## src/rtl/vga_pkg.sv

```systemverilog
// Shared raster phase type and default 640x480@60 timing constants.
// Used by vga_axis_counter and vga_timing_gen.
package vga_pkg;

  typedef enum logic [1:0] {
    SYNC,
    BACK,
    ACTIVE,
    FRONT
  } phase_t;

  localparam int DIV_DEF         = 4;
  localparam int H_TOTAL_DEF     = 800;
  localparam int H_SYNC_DEF      = 96;
  localparam int H_ACT_START_DEF = 144;
  localparam int H_ACT_END_DEF   = 783;
  localparam int V_TOTAL_DEF     = 525;
  localparam int V_SYNC_DEF      = 2;
  localparam int V_ACT_START_DEF = 35;
  localparam int V_ACT_END_DEF   = 514;

endpackage

```

## src/rtl/vga_if.sv

```systemverilog
// Raster timing bundle from the timing generator to the pixel path.
// The generator drives it through master; consumers read it through slave.
interface vga_if;

  logic        pixTick;
  logic [9:0]  hCount;
  logic [9:0]  vCount;
  logic        bright;
  logic        hSync;
  logic        vSync;
  logic        lineStart;
  logic        frameStart;
  logic [15:0] frameCount;

  modport master (
    output pixTick, hCount, vCount,
    output bright, hSync, vSync,
    output lineStart, frameStart,
    output frameCount
  );

  modport slave (
    input pixTick, hCount, vCount,
    input bright, hSync, vSync,
    input lineStart, frameStart,
    input frameCount
  );

endinterface

```

## src/rtl/vga_axis_counter.sv

```systemverilog
// One raster axis: wrapping count, sync/back/active/front phase FSM.
// phase_nxt is exported so the top can register outputs with no skew.
module vga_axis_counter
  import vga_pkg::*;
#(
  parameter int TOTAL     = H_TOTAL_DEF,
  parameter int SYNC_LEN  = H_SYNC_DEF,
  parameter int ACT_START = H_ACT_START_DEF,
  parameter int ACT_END   = H_ACT_END_DEF
) (
  input  logic       clk,
  input  logic       rst,
  input  logic       en,
  output logic [9:0] count,
  output phase_t     phase_nxt,
  output logic       wrap
);

  localparam logic [9:0] LAST   = 10'(TOTAL - 1);
  localparam logic [9:0] SYNC_E = 10'(SYNC_LEN);
  localparam logic [9:0] ACT_S  = 10'(ACT_START);
  localparam logic [9:0] ACT_E  = 10'(ACT_END + 1);

  logic [9:0] count_nxt;
  phase_t     phase;

  assign wrap = en && (count == LAST);

  always_comb begin
    count_nxt = count;
    if (en) begin
      count_nxt = (count == LAST) ? 10'd0
                                  : count + 10'd1;
    end
  end

  // Phase boundaries are keyed on the count being entered.
  always_comb begin
    phase_nxt = phase;
    if (en) begin
      unique case (phase)
        SYNC:    if (count_nxt == SYNC_E) phase_nxt = BACK;
        BACK:    if (count_nxt == ACT_S)  phase_nxt = ACTIVE;
        ACTIVE:  if (count_nxt == ACT_E)  phase_nxt = FRONT;
        FRONT:   if (wrap)                phase_nxt = SYNC;
        default: phase_nxt = SYNC;
      endcase
    end
  end

  always_ff @(posedge clk) begin
    if (rst) begin
      count <= '0;
      phase <= SYNC;
    end else begin
      count <= count_nxt;
      phase <= phase_nxt;
    end
  end

endmodule

```

## src/rtl/vga_timing_gen.sv

```systemverilog
// VGA raster timing generator with internal pixel-rate divider.
// Optional frame counter enabled by defining VGA_FRAME_COUNT_EN.
module vga_timing_gen
  import vga_pkg::*;
#(
  parameter int DIV         = DIV_DEF,
  parameter int H_TOTAL     = H_TOTAL_DEF,
  parameter int H_SYNC      = H_SYNC_DEF,
  parameter int H_ACT_START = H_ACT_START_DEF,
  parameter int H_ACT_END   = H_ACT_END_DEF,
  parameter int V_TOTAL     = V_TOTAL_DEF,
  parameter int V_SYNC      = V_SYNC_DEF,
  parameter int V_ACT_START = V_ACT_START_DEF,
  parameter int V_ACT_END   = V_ACT_END_DEF
) (
  input  logic clk,
  input  logic rst,
  vga_if.master vga
);

  localparam int DW = (DIV > 2) ? $clog2(DIV) : 1;
  localparam logic [DW-1:0] DIV_LAST = DW'(DIV - 1);

  logic [DW-1:0] div_cnt;
  logic          adv;
  logic          h_wrap;
  logic          v_wrap;
  logic [9:0]    h_cnt;
  logic [9:0]    v_cnt;
  phase_t        h_ph;
  phase_t        v_ph;

  logic pix_q, ls_q, fs_q;
  logic hs_q, vs_q, br_q;

  assign adv = (div_cnt == DIV_LAST);

  vga_axis_counter #(
    .TOTAL     (H_TOTAL),
    .SYNC_LEN  (H_SYNC),
    .ACT_START (H_ACT_START),
    .ACT_END   (H_ACT_END)
  ) u_h (
    .clk       (clk),
    .rst       (rst),
    .en        (adv),
    .count     (h_cnt),
    .phase_nxt (h_ph),
    .wrap      (h_wrap)
  );

  vga_axis_counter #(
    .TOTAL     (V_TOTAL),
    .SYNC_LEN  (V_SYNC),
    .ACT_START (V_ACT_START),
    .ACT_END   (V_ACT_END)
  ) u_v (
    .clk       (clk),
    .rst       (rst),
    .en        (h_wrap),
    .count     (v_cnt),
    .phase_nxt (v_ph),
    .wrap      (v_wrap)
  );

  always_ff @(posedge clk) begin
    if (rst) begin
      div_cnt <= '0;
      pix_q   <= 1'b0;
      ls_q    <= 1'b0;
      fs_q    <= 1'b0;
      hs_q    <= 1'b0;
      vs_q    <= 1'b0;
      br_q    <= 1'b0;
    end else begin
      div_cnt <= adv ? '0 : div_cnt + 1'b1;
      pix_q   <= adv;
      ls_q    <= h_wrap;
      fs_q    <= v_wrap;
      hs_q    <= (h_ph != SYNC);
      vs_q    <= (v_ph != SYNC);
      br_q    <= (h_ph == ACTIVE) && (v_ph == ACTIVE);
    end
  end

  assign vga.pixTick    = pix_q;
  assign vga.lineStart  = ls_q;
  assign vga.frameStart = fs_q;
  assign vga.hSync      = hs_q;
  assign vga.vSync      = vs_q;
  assign vga.bright     = br_q;
  assign vga.hCount     = h_cnt;
  assign vga.vCount     = v_cnt;

`ifdef VGA_FRAME_COUNT_EN
  logic [15:0] frame_q;

  always_ff @(posedge clk) begin
    if (rst) begin
      frame_q <= '0;
    end else if (v_wrap) begin
      frame_q <= frame_q + 16'd1;
    end
  end

  assign vga.frameCount = frame_q;
`else
  assign vga.frameCount = '0;
`endif

endmodule

```

## src/flat_wrapper.sv

```systemverilog
// flat-port wrapper written by rule: the top's interface ports become plain ports
module vga_timing_gen_flat import vga_pkg::*;
#(
  parameter int DIV         = DIV_DEF,
  parameter int H_TOTAL     = H_TOTAL_DEF,
  parameter int H_SYNC      = H_SYNC_DEF,
  parameter int H_ACT_START = H_ACT_START_DEF,
  parameter int H_ACT_END   = H_ACT_END_DEF,
  parameter int V_TOTAL     = V_TOTAL_DEF,
  parameter int V_SYNC      = V_SYNC_DEF,
  parameter int V_ACT_START = V_ACT_START_DEF,
  parameter int V_ACT_END   = V_ACT_END_DEF
)
  (clk, rst, vga_pixTick, vga_hCount, vga_vCount, vga_bright, vga_hSync, vga_vSync, vga_lineStart, vga_frameStart, vga_frameCount);
  vga_if vga_i ();
  input  logic clk;
  input  logic rst;
  output wire logic [$bits(vga_i.pixTick)-1:0] vga_pixTick;
  output wire logic [$bits(vga_i.hCount)-1:0] vga_hCount;
  output wire logic [$bits(vga_i.vCount)-1:0] vga_vCount;
  output wire logic [$bits(vga_i.bright)-1:0] vga_bright;
  output wire logic [$bits(vga_i.hSync)-1:0] vga_hSync;
  output wire logic [$bits(vga_i.vSync)-1:0] vga_vSync;
  output wire logic [$bits(vga_i.lineStart)-1:0] vga_lineStart;
  output wire logic [$bits(vga_i.frameStart)-1:0] vga_frameStart;
  output wire logic [$bits(vga_i.frameCount)-1:0] vga_frameCount;
  assign vga_pixTick = vga_i.pixTick;
  assign vga_hCount = vga_i.hCount;
  assign vga_vCount = vga_i.vCount;
  assign vga_bright = vga_i.bright;
  assign vga_hSync = vga_i.hSync;
  assign vga_vSync = vga_i.vSync;
  assign vga_lineStart = vga_i.lineStart;
  assign vga_frameStart = vga_i.frameStart;
  assign vga_frameCount = vga_i.frameCount;
  vga_timing_gen #(.DIV(DIV), .H_TOTAL(H_TOTAL), .H_SYNC(H_SYNC), .H_ACT_START(H_ACT_START), .H_ACT_END(H_ACT_END), .V_TOTAL(V_TOTAL), .V_SYNC(V_SYNC), .V_ACT_START(V_ACT_START), .V_ACT_END(V_ACT_END)) u_core (.clk(clk), .rst(rst), .vga(vga_i));
endmodule
```

## config.mk

```make
export PLATFORM = sky130hd
export DESIGN_NAME = vga_timing_gen_flat
export DESIGN_NICKNAME = d
export VERILOG_FILES = /design/src/rtl/vga_pkg.sv /design/src/rtl/vga_if.sv /design/src/rtl/vga_axis_counter.sv /design/src/rtl/vga_timing_gen.sv /design/src/flat_wrapper.sv
export SDC_FILE = /design/constraint.sdc
export NUM_CORES = 1
export LEC_CHECK = 0
export CORE_MARGIN = 4
export CORE_UTILIZATION = 50
export CTS_BUF_LIST = sky130_fd_sc_hd__clkbuf_2
export DETAILED_ROUTE_END_ITERATION = 12
export PLACE_DENSITY_LB_ADDON = 0.05
export SLEW_MARGIN = 30
export SYNTH_ARGS = -nofsm -noshare
export SYNTH_HDL_FRONTEND = slang
export SYNTH_SLANG_ARGS = --single-unit
```

## constraint.sdc

```tcl
create_clock -name clk -period 3.4 [get_ports clk]
set_input_delay 0.51 -clock clk [delete_from_list [all_inputs] [get_ports clk]]
set_output_delay 0.51 -clock clk [all_outputs]
set_load 0.05 [all_outputs]
```

==> results.toml, run 1 <==
[synthesis]
postSynthCellCount = 245
syn_area_per_cell_um2 = 8.023
yosys_register_bits = 32
yosys_warnings = 0
synth_largest_area_cell = "dfxtp_1"
ys_types = 55
async_flop_share_pct = 0
seq_area_frac_synth_pct = 32.59
synthesis.area_um2 = 1966
synth_area_leaders = "dfxtp_1, buf_4, nor2_1"
synth_edf_count = 0
yosys_most_used_dff = "dfxtp_1"
synth_top_area_share_pct = 32.59

[worst_setup_path]
cp.required_ns = 3.68
reg2reg_from = "u_core.u_h.count[0]$_SDFF_PP0_"
cp-startpoint = "u_core.u_h.count[0]$_SDFF_PP0_"
r2r_cells = 10
crit_type = "register to register"
path_cells = "ha_1, and2_1, nand4_4, buf_4, o31ai_1, nand4_1, a211oi_1, o2111ai_1, a22oi_1, nor4bb_1"
critical_path.slowest_cell = "dfxtp_1"
critPathTopFamily = "compound AO/OA/AOI/OAI gates"
cp_max_fo = 26
slowest_delay_ns = 0.48
critPathLaunchType = "register"
cp.arrival_ns = 3.41
path_buf_inv = 1
cp-end-kind = "register"
r2r_slack_ns = 0.27
timing.rr.end = "u_core.vga.bright$_SDFF_PP0_"

[cts]
cts_buffer_depth = 2
post_cts_buffers = 0
clock_latency_ns = 0.35
cts_max_level = 2
tritoncts = "yes"
cts_resized = 0
clockRootBuffer = "clkbuf_2"
clk_pin_slew_ns = 0.15
clock-sinks = 32
cts-hold-fix-buffers = 0
numCtsBuffers = 5

[min_path]
hold_class = "register to register"
hold_path.startpoint = "u_core.div_cnt[0]$_SDFF_PP0_"
whs_path_depth = 1
min_to = "u_core.div_cnt[0]$_SDFF_PP0_"

[die]
core_um2 = 3744
start_util_pct = 52.51
dieHeight_um = 70.70
die-area_um2 = 4998
num_rows = 22
ios = 44
die_w_um = 70.70

[timing]
relSlewSlack_pct = 54.85
skew_ns = 0.01458
period_share_pct = 92.07
tns_ns = 0
layout_min_cycle_time_ns = 3.130
tightest_slew_ns = 0.6751
whs_ns = 0.4411
rsz0062_at_grt = "no"
fmax_mhz = 319.5
finalMaxSlewViolations = 0
setup_viol = 0
timing.final.hold_violations = 0

[power_and_ir_drop]
intPower_mw = 0.4472
pwr-share-clk_pct = 27.8
swShare_pct = 28.68
ir_drop_v = 0.0002117
p_total_mw = 0.6270
p_seq_share_pct = 61.0
power.density_nw_per_um2 = 278.5
p_switching_mw = 0.1798
pwr-share-comb_pct = 11.2
p_leak_nw = 0.7884

[global_route]
grt_pass1_wl_um = 7224
antenna_found_initial = 0
first_global_vias = 1517
grt_overflow = 0
grt_usage_pct = 17.45
grt_max_degree = 27

[placed_design]
io_buffers = 27
dp_hpwl_um = 3222
place_congestion = 0.8763

[routing]
wire_per_inst_um = 13.47
routed_via_density = 5.594
drc = 0
num_vias = 1790
firstDrtPassIters = 4
drtIter0Drc = 129
wirelength_um = 4311
postRouteAntennaNets = 0

[status]
status = "finished, final reports clean"

[finish]
area_growth_pct = 14.51
n_antenna_cell = 0
final_util_pct = 60.13
fin_nets = 277
drive_gt1_share_pct = 6.985

[job]
max_cap_violations = 0
==> power groups by stage <==
stage | logic [mW] | clock network (mW) | registers, mW
finish | 0.0702 | 0.174 | 0.382
global route | 0.0743 | 0.199 | 0.384
CTS | 0.0698 | 0.184 | 0.383
detailed placement | 0.0697 | 0 | 0.391
global placement | 0.0697 | 0 | 0.390
floorplan | 0.0707 | 0 | 0.395
==> area by class of cell <==
type / count / area, um^2
inverters: 8 / 30.03
well taps: 48 / 60.06
fillers: 368 / 1493
repair buffers: 34 / 322.8
multi-input cells: 190 / 1159
flip-flops and latches: 32 / 640.6
clock inverters: 1 / 3.754
clock buffers: 7 / 35.03
==> metrics by stage <==
step | area (um^2) | instances | setup WS, ns
finish | 2251 | 320 | 0.2698
global route | 2251 | 320 | 0.008061
CTS | 2251 | 320 | 0.3165
detailed placement | 2212 | 312 | 0.3254
global placement | 2212 | 312 | 0.4540
floorplan | 2022 | 260 | 0.1429
==> per-layer routing <==
metal,vias to the layer above,GRT usage (%),part of all wire [%]
met2,58,24.61,42
li1,915,-,-
met1,811,26.59,51
met4,0,4.384,0.90
met5,-,0,0
met3,6,3.977,5.9
==> cell usage after synthesis, types with 7 or more instances <==
library cell,count
nor3_1,7
nor2b_1,7
nand3_1,7
clkbuf_1,7
nand2_1,18
a21oi_1,15
dfxtp_1,32
nor2_1,24
inv_1,7
buf_4,16
==> registers in the layout (all words and copies together), names as in the netlist <==
name and flops:
u_core.u_h.count 10, u_core.u_v.count 10, u_core.div_cnt 2, u_core.u_h.phase 2, u_core.u_v.phase 2, u_core.vga.bright 1, u_core.vga.frameStart 1, u_core.vga.hSync 1
u_core.vga.lineStart 1, u_core.vga.pixTick 1, u_core.vga.vSync 1
==> cell families (layout without fill, tap and decap cells) <==
logic type / count (synthesis) / in the layout / share of synthesized area (%)
AO/OA/AOI/OAI: 58 / 58 / 19.92
XOR/XNOR: 7 / 7 / 3.119
adder cells (fa/ha/maj): 4 / 4 / 2.546
buffers and inverters: 38 / 50 / 11.33
flip-flops: 32 / 32 / 32.59
multiplexers: 1 / 1 / 0.5093
other: 1 / 16 / 0.1908
AND/OR/NAND/NOR: 104 / 104 / 29.79
==> cells in the final DEF (no fill, tap or decap), drive strengths merged, types with 6 or more instances in the layout <==
cell type,synthesis,routed
a21oi,15,15
a31oi,6,6
buf,23,7
clkbuf,7,7
clkdlybuf4s50,0,27
conb,1,16
dfxtp,32,32
inv,7,7
nand2,18,18
nand3,7,7
nand4,7,7
nor2,24,24
nor2b,7,7
nor3,7,7
o21ai,9,9
or4,6,6
==> worst max-delay path by stage <==
stage / cells past startpoint / endpoint / slack, ns
after detailed placement: 10 / u_core.vga.bright$_SDFF_PP0_ / 0.33
after global placement: 9 / u_core.vga.bright$_SDFF_PP0_ / 0.45
after floorplan: 10 / u_core.vga.bright$_SDFF_PP0_ / 0.14
final: 10 / u_core.vga.bright$_SDFF_PP0_ / 0.27
after global routing: 10 / u_core.vga.bright$_SDFF_PP0_ / 0.008
after CTS: 10 / u_core.vga.bright$_SDFF_PP0_ / 0.32
Note: power is estimated with default switching activity, not from simulation.
==> run 2: changes to the inputs <==
CAP_MARGIN = 20   (was not set)
==> results of run 2 <==
The final DEF is identical to that of run 1; final timing and power are the same.
